$ cat src/rtl/uart_tx_port.sv
// Memory-mapped 8N1 UART transmitter: a TXDATA/STATUS register pair at the top of data
// space feeds a small byte FIFO that drains through a baud-timed shift FSM onto o_tx.
module uart_tx_port #(
  parameter int unsigned            DATA_WIDTH = 16,
  parameter int unsigned            ADDR_WIDTH = 12,
  parameter logic [ADDR_WIDTH-1:0]  BASE_ADDR  = ADDR_WIDTH'(12'hFF0),
  parameter int unsigned            CLK_DIV    = 434,
  parameter int unsigned            FIFO_DEPTH = 4
) (
  input  logic                  i_clk,
  input  logic                  i_rst,
  input  logic [ADDR_WIDTH-1:0] i_addr,
  input  logic [DATA_WIDTH-1:0] i_data,
  input  logic                  i_we,
  output logic [DATA_WIDTH-1:0] o_data,
  output logic                  o_sel,
  output logic                  o_tx
);

  localparam int unsigned PTR_W  = $clog2(FIFO_DEPTH);
  localparam int unsigned CNT_W  = $clog2(FIFO_DEPTH + 1);
  localparam int unsigned BAUD_W = $clog2(CLK_DIV);

  typedef enum logic [1:0] {IDLE, START, DATA, STOP} state_t;

  state_t             state_q, state_d;
  logic [BAUD_W-1:0]  baud_q, baud_d;
  logic [2:0]         bit_q, bit_d;
  logic [7:0]         shift_q, shift_d;
  logic [PTR_W-1:0]   rd_ptr_q, rd_ptr_d, wr_ptr_q, wr_ptr_d;
  logic [CNT_W-1:0]   count_q, count_d;
  logic               overrun_q, overrun_d;
  logic               tx_q, tx_d;
  logic [7:0]         mem [FIFO_DEPTH];

  logic bit_end, full, empty, busy, pop;
  logic push_req, push_ok, clr_req;
  logic [15:0] status;
  logic unused_data;

  assign o_sel    = (i_addr[ADDR_WIDTH-1:1] == BASE_ADDR[ADDR_WIDTH-1:1]);
  assign push_req = i_we & o_sel & ~i_addr[0];
  assign clr_req  = i_we & o_sel & i_addr[0] & i_data[3];
  assign bit_end  = (baud_q == BAUD_W'(CLK_DIV - 1));
  assign full     = (count_q == CNT_W'(FIFO_DEPTH));
  assign empty    = (count_q == '0);
  assign busy     = (state_q != IDLE);
  // A pop frees a slot in the same cycle, so a push into a full FIFO is still accepted.
  assign push_ok  = push_req & (~full | pop);
  assign unused_data = ^i_data[DATA_WIDTH-1:8];

  assign status = {8'(count_q), 4'b0, overrun_q, busy, empty, full};
  assign o_data = (o_sel && i_addr[0]) ? DATA_WIDTH'(status) : '0;
  assign o_tx   = tx_q;

  // FIFO storage; flushing is done through the pointers and count.
  always_ff @(posedge i_clk) begin
    if (push_ok) mem[wr_ptr_q] <= i_data[7:0];
  end

  always_ff @(posedge i_clk) begin
    if (i_rst) begin
      state_q   <= IDLE;
      baud_q    <= '0;
      bit_q     <= '0;
      shift_q   <= '0;
      rd_ptr_q  <= '0;
      wr_ptr_q  <= '0;
      count_q   <= '0;
      overrun_q <= 1'b0;
      tx_q      <= 1'b1;
    end else begin
      state_q   <= state_d;
      baud_q    <= baud_d;
      bit_q     <= bit_d;
      shift_q   <= shift_d;
      rd_ptr_q  <= rd_ptr_d;
      wr_ptr_q  <= wr_ptr_d;
      count_q   <= count_d;
      overrun_q <= overrun_d;
      tx_q      <= tx_d;
    end
  end

  always_comb begin
    state_d   = state_q;
    baud_d    = baud_q;
    bit_d     = bit_q;
    shift_d   = shift_q;
    rd_ptr_d  = rd_ptr_q;
    wr_ptr_d  = wr_ptr_q;
    count_d   = count_q;
    overrun_d = overrun_q;
    tx_d      = 1'b1;
    pop       = 1'b0;

    unique case (state_q)
      IDLE: begin
        baud_d = '0;
        if (!empty) begin
          pop     = 1'b1;
          shift_d = mem[rd_ptr_q];
          state_d = START;
        end
      end
      START: begin
        if (bit_end) begin
          baud_d  = '0;
          bit_d   = '0;
          state_d = DATA;
        end else begin
          baud_d = baud_q + BAUD_W'(1);
        end
      end
      DATA: begin
        if (bit_end) begin
          baud_d  = '0;
          shift_d = shift_q >> 1;
          bit_d   = bit_q + 3'd1;
          if (bit_q == 3'd7) state_d = STOP;
        end else begin
          baud_d = baud_q + BAUD_W'(1);
        end
      end
      STOP: begin
        if (bit_end) begin
          baud_d = '0;
          // Chain straight into the next start bit when more bytes are queued.
          if (!empty) begin
            pop     = 1'b1;
            shift_d = mem[rd_ptr_q];
            state_d = START;
          end else begin
            state_d = IDLE;
          end
        end else begin
          baud_d = baud_q + BAUD_W'(1);
        end
      end
      default: state_d = IDLE;
    endcase

    // Line level is registered from the upcoming state so it aligns with the state.
    unique case (state_d)
      START:   tx_d = 1'b0;
      DATA:    tx_d = shift_d[0];
      default: tx_d = 1'b1;
    endcase

    if (pop)     rd_ptr_d = rd_ptr_q + PTR_W'(1);
    if (push_ok) wr_ptr_d = wr_ptr_q + PTR_W'(1);
    if (push_ok && !pop)      count_d = count_q + CNT_W'(1);
    else if (!push_ok && pop) count_d = count_q - CNT_W'(1);

    // A dropped write wins over a simultaneous clear.
    if (push_req && full && !pop) overrun_d = 1'b1;
    else if (clr_req)             overrun_d = 1'b0;
  end

endmodule
$ cat config.mk
export PLATFORM = sky130hd
export DESIGN_NAME = uart_tx_port
export DESIGN_NICKNAME = d
export VERILOG_FILES = /design/src/rtl/uart_tx_port.sv
export SDC_FILE = /design/constraint.sdc
export NUM_CORES = 1
export LEC_CHECK = 0
export CAP_MARGIN = 0
export CELL_PAD_IN_SITES_DETAIL_PLACEMENT = 0
export CELL_PAD_IN_SITES_GLOBAL_PLACEMENT = 2
export CORE_MARGIN = 2
export CORE_UTILIZATION = 44
export DETAILED_ROUTE_END_ITERATION = 12
export DONT_BUFFER_PORTS = 1
export PLACE_DENSITY_LB_ADDON = 0.1
export RECOVER_POWER = 25
export SLEW_MARGIN = 20
export SYNTH_ARGS = -nofsm -noshare
export SYNTH_HDL_FRONTEND = slang
export SYNTH_SLANG_ARGS = --single-unit
$ cat constraint.sdc
create_clock -name i_clk -period 8.8 [get_ports i_clk]
set_clock_uncertainty 0.05 [all_clocks]
set_input_delay 1.76 -clock i_clk [delete_from_list [all_inputs] [get_ports i_clk]]
set_output_delay 1.76 -clock i_clk [all_outputs]
set_load 0.05 [all_outputs]
==> results summary <==
The signal on the critical path passes through or4b_4 -> nor3_4 -> and3_2 -> and2_1. The share of synthesized flip-flops with an asynchronous set or reset is 0%. The count of flip-flops with a built-in enable after synthesis is 32.

The largest individual stage delay along the critical path comes from the cell sky130_fd_sc_hd__nor3_4. The core region is 6720 um^2. Clock latency on the worst-skew pair, taken at its later pin, is about 0.34 ns. The count of buffers added on input and output ports is 0.

The worst setup path is captured at a primary output. Power spread over the standard cell area amounts to approximately 260 nW/um^2. By startpoint and endpoint, the worst setup path is classified as in2out.

The arrival time of data at the critical path endpoint is around 4 ns. The count of vias placed by the detailed router is ~1800. The first routing iteration left 47 violations. The layout has ~620 filler cells. Counting instances, the worst hold path has a depth of 2. Setup repair after global routing left no endpoint under its margin. The H-tree generated during clock tree synthesis spans 3 levels. The clock period could shrink to ~5.7 ns.

The total global-route track usage came out at about 15%. The clock-pin transition on the worst setup and hold timing paths came out at 0.08 ns. Max-cap violations in this run came to 0.

The initial core utilization is 45.0%. The number of antenna violations at the first check in global routing is 0. The final weighted congestion in routability-driven placement is roughly 0.7. The cts-stage hold buffer count is 0. The vertical die dimension is roughly 87 um.

The first global-routing pass estimated between 8000 and 9000 um of wire. The number of placed cells counting well taps came out at roughly 330. The detailed-routing iteration count for the pre-antenna-repair pass is 4.

In this run, synthesis produced a sequential element count of between 60 and 70. The internal reg-to-reg setup slack came out at roughly 5.6 ns. The via count of the first global-routing pass is between 1500 and 2000.

The top cell type by total area after synthesis is sky130_fd_sc_hd__edfxtp_1. Summing all multi-input logic gate instances after layout gives 1290 um^2. The peak ir drop on the vdd network came out at 0.000132 V. The leakage power is 0.00117 uW. For this run, the number of standard cells in the final layout without fillers is between 300 and 400. The depth of the worst register-to-register path came out at 10.

After detailed routing, the average wire length per cell comes to roughly 15 um. The setup TNS came out at 0 ns. The endpoint identified for the worst register-to-register timing path is count_q[2]. The worst register-to-register path begins at state_q[0]. Clock tree synthesis selected as its root buffer the cell sky130_fd_sc_hd__clkbuf_8. The number of nets in the finished design came out at 307. Among all flip-flop cells after synthesis, the most frequent one is sky130_fd_sc_hd__dfxtp_1. TritonCTS built the clock tree. The number of hold violations in the final report was 0. The upper clock frequency limit came out at approximately 170 MHz. In the routed design, unresolved DRC markers number 0. The library cell with the highest instance count after synthesis is sky130_fd_sc_hd__dfxtp_1.

Broken down by cell family, the worst path's largest delay share belongs to simple AND/OR/NAND/NOR gates. During synthesis, Yosys emitted a total of 0 warnings. The top-area cell type share of the netlist area is about a third. The period utilization is 65.2%. Yosys mapped the design onto 44 distinct sky130hd cell types.

The normalized max-slew margin came out at 31.6%. The number of nets with antenna violations after routing is 0. The most critical setup path has its startpoint at i_addr[2]. Along the worst path, the maximum fanout reaches 8. The number of slew-limit violations in the final report was 0. By area the synthesized netlist is led by sky130_fd_sc_hd__edfxtp_1 32%, sky130_fd_sc_hd__dfxtp_1 22%, sky130_fd_sc_hd__ha_1 6.2%. The die span in x came out at slightly below 90 um.

The quantity of gates resized following cts came out at 0. The number of post-CTS setup repair buffers is 0. The ratio of cells with drive above 1 in the final layout came out at ~14%. For this design the top-level I/O count stands at just under 50. Sequential elements use 53.7% of the synthesized area. The startpoint identified for the worst hold timing path is overrun_q. Summed over all layers, the global routing overflow is 0. STA classifies the critical path startpoint as an input port. The total CTS buffers came out at 9. The post-synthesis area per instance came out at ~12 um^2. At the worst endpoint, the required time is 6.99 ns. The largest single stage delay on the critical path is between 0.6 and 0.7 ns. The final layout contains routed wiring with a total length of ~5300 um.

0 antenna diodes ended up in the layout. The path type of the worst min-delay path is reg2reg. The worst hold path terminates at overrun_q.

The post-DP HPWL came out at about 3700 um. The layout overhead on the synthesized area is 7.74%. The total power draw is ~860 uW.

Together, buffers and inverters on the worst path number 0. The flow ran to the end, and the final reports show no timing, DRC or antenna violations. The via density per instance is between 5 and 6. The number of instances in the synthesized netlist came out at between 200 and 300.

The synthesized netlist occupies a cell area of about 3000 um^2. The buffer depth of the longest clock path is 2. At the pin with the least slew margin, the transition time is between 1 and 1.5 ns. The commonest cells after synthesis are 33 x sky130_fd_sc_hd__dfxtp_1, 32 x sky130_fd_sc_hd__edfxtp_1, 30 x sky130_fd_sc_hd__nor2_1, 21 x sky130_fd_sc_hd__nand2_1, 15 x sky130_fd_sc_hd__ha_1. The area of the die came out at around 7500 um^2. The floorplan has 30 rows. The clock net sink count is 65. The combined flip-flop and latch cell area is around 1600 um^2.

The pin count of the biggest net entering global routing came out at 22. The total of endpoints with negative setup slack in the final report came out at 0.
## state kept, by name (all words and copies together), names as in the netlist, named ones only
signal / count
o_tx: 1
state_q: 2
overrun_q: 1
shift_q: 8
baud_q: 9
bit_q: 3
mem: 32
count_q: 3
wr_ptr_q: 2
rd_ptr_q: 2
## per-layer routing
metal	global-route usage (%)	part of all wire, %	up-vias
met1	18.3	46	873
li1	-	-	920
met5	0	0	-
met4	7.24	1.7	0
met3	4.64	4.2	7
met2	24.9	48	42
## through the flow
step           setup slack [ns]  cell area, um^2  utilization (%)  hold WS, ns
6_report                   3.06             3260             48.5        0.416
5_1_grt                    3.01             3260             48.5        0.446
4_1_cts                    3.05             3260             48.5        0.418
3_5_place_dp               3.04             3050             45.4        0.409
3_3_place_gp               3.05             3050             45.4        0.406
2_1_floorplan              3.12             3050                -        0.391
## worst min-delay path: cells and delay by family (launching register included)
kind             cells  cell delay (ns)
AND/OR/NAND/NOR      1             0.05
flip-flops           1             0.32
AO/OA/AOI/OAI        1             0.05
## area by class of cell
| type | instances | share of cell area (%) |
|---|---|---|
| clock inverter | 7 | 2.57 |
| sequential | 65 | 49.8 |
| clock buffer | 9 | 3.80 |
| multi-input combinational | 175 | 39.7 |
| tap | 80 | 3.07 |
| inverter | 9 | 1.04 |
## where the power goes
group,leakage [uW],internal [uW],switching [uW],total [uW]
Combinational,0.000517,78.8,123,202
Clock,0.000103,136,130,266
Sequential,0.000555,345,42.3,387
Total,0.00117,560,295,855
## cells by family after synthesis
family	Yosys count	share of synthesized area [%]
xor gates and xnor gates	12	3.48
and+or+nand+nor	91	16.2
muxes	10	6.63
DFF	65	53.7
buffers and inverters	27	4.55
AOI/OAI and AO/OA	37	8.45
adders and majority gates	16	6.87
other	1	0.124
## worst max-delay path by stage
| stage | cells past startpoint | slack, ns | endpoint |
|---|---|---|---|
| after CTS | 4 | 3.05 | o_data[0] |
| after global routing | 4 | 3.01 | o_data[0] |
| after global placement | 4 | 3.05 | o_data[0] |
| after floorplan | 4 | 3.12 | o_data[0] |
| after detailed placement | 4 | 3.04 | o_data[0] |
| final | 4 | 3.06 | o_data[0] |
## layout by cell type (no fill, tap or decap), types with 2 or more instances in the layout
cell type / instances
sky130_fd_sc_hd__a21oi_1: 13
sky130_fd_sc_hd__dfxtp_1: 33
sky130_fd_sc_hd__nand3_1: 6
sky130_fd_sc_hd__or3_1: 3
sky130_fd_sc_hd__inv_6: 3
sky130_fd_sc_hd__nor2_1: 30
sky130_fd_sc_hd__nand2_1: 21
sky130_fd_sc_hd__and2_1: 2
sky130_fd_sc_hd__conb_1: 9
sky130_fd_sc_hd__and4_1: 2
sky130_fd_sc_hd__ha_1: 15
sky130_fd_sc_hd__clkbuf_8: 9
sky130_fd_sc_hd__o21bai_1: 2
sky130_fd_sc_hd__a221o_1: 6
sky130_fd_sc_hd__nor2b_1: 3
sky130_fd_sc_hd__o211ai_1: 2
sky130_fd_sc_hd__xor2_1: 7
sky130_fd_sc_hd__a32oi_1: 2
sky130_fd_sc_hd__mux2i_1: 2
sky130_fd_sc_hd__xnor2_1: 5
sky130_fd_sc_hd__nor3_1: 4
sky130_fd_sc_hd__and3_2: 4
sky130_fd_sc_hd__inv_1: 9
sky130_fd_sc_hd__o21ai_0: 7
sky130_fd_sc_hd__and2_2: 4
sky130_fd_sc_hd__mux4_2: 8
sky130_fd_sc_hd__nor4_1: 2
sky130_fd_sc_hd__edfxtp_1: 32
sky130_fd_sc_hd__nand4_1: 2
No activity file was read; power rests on OpenSTA's default activity.
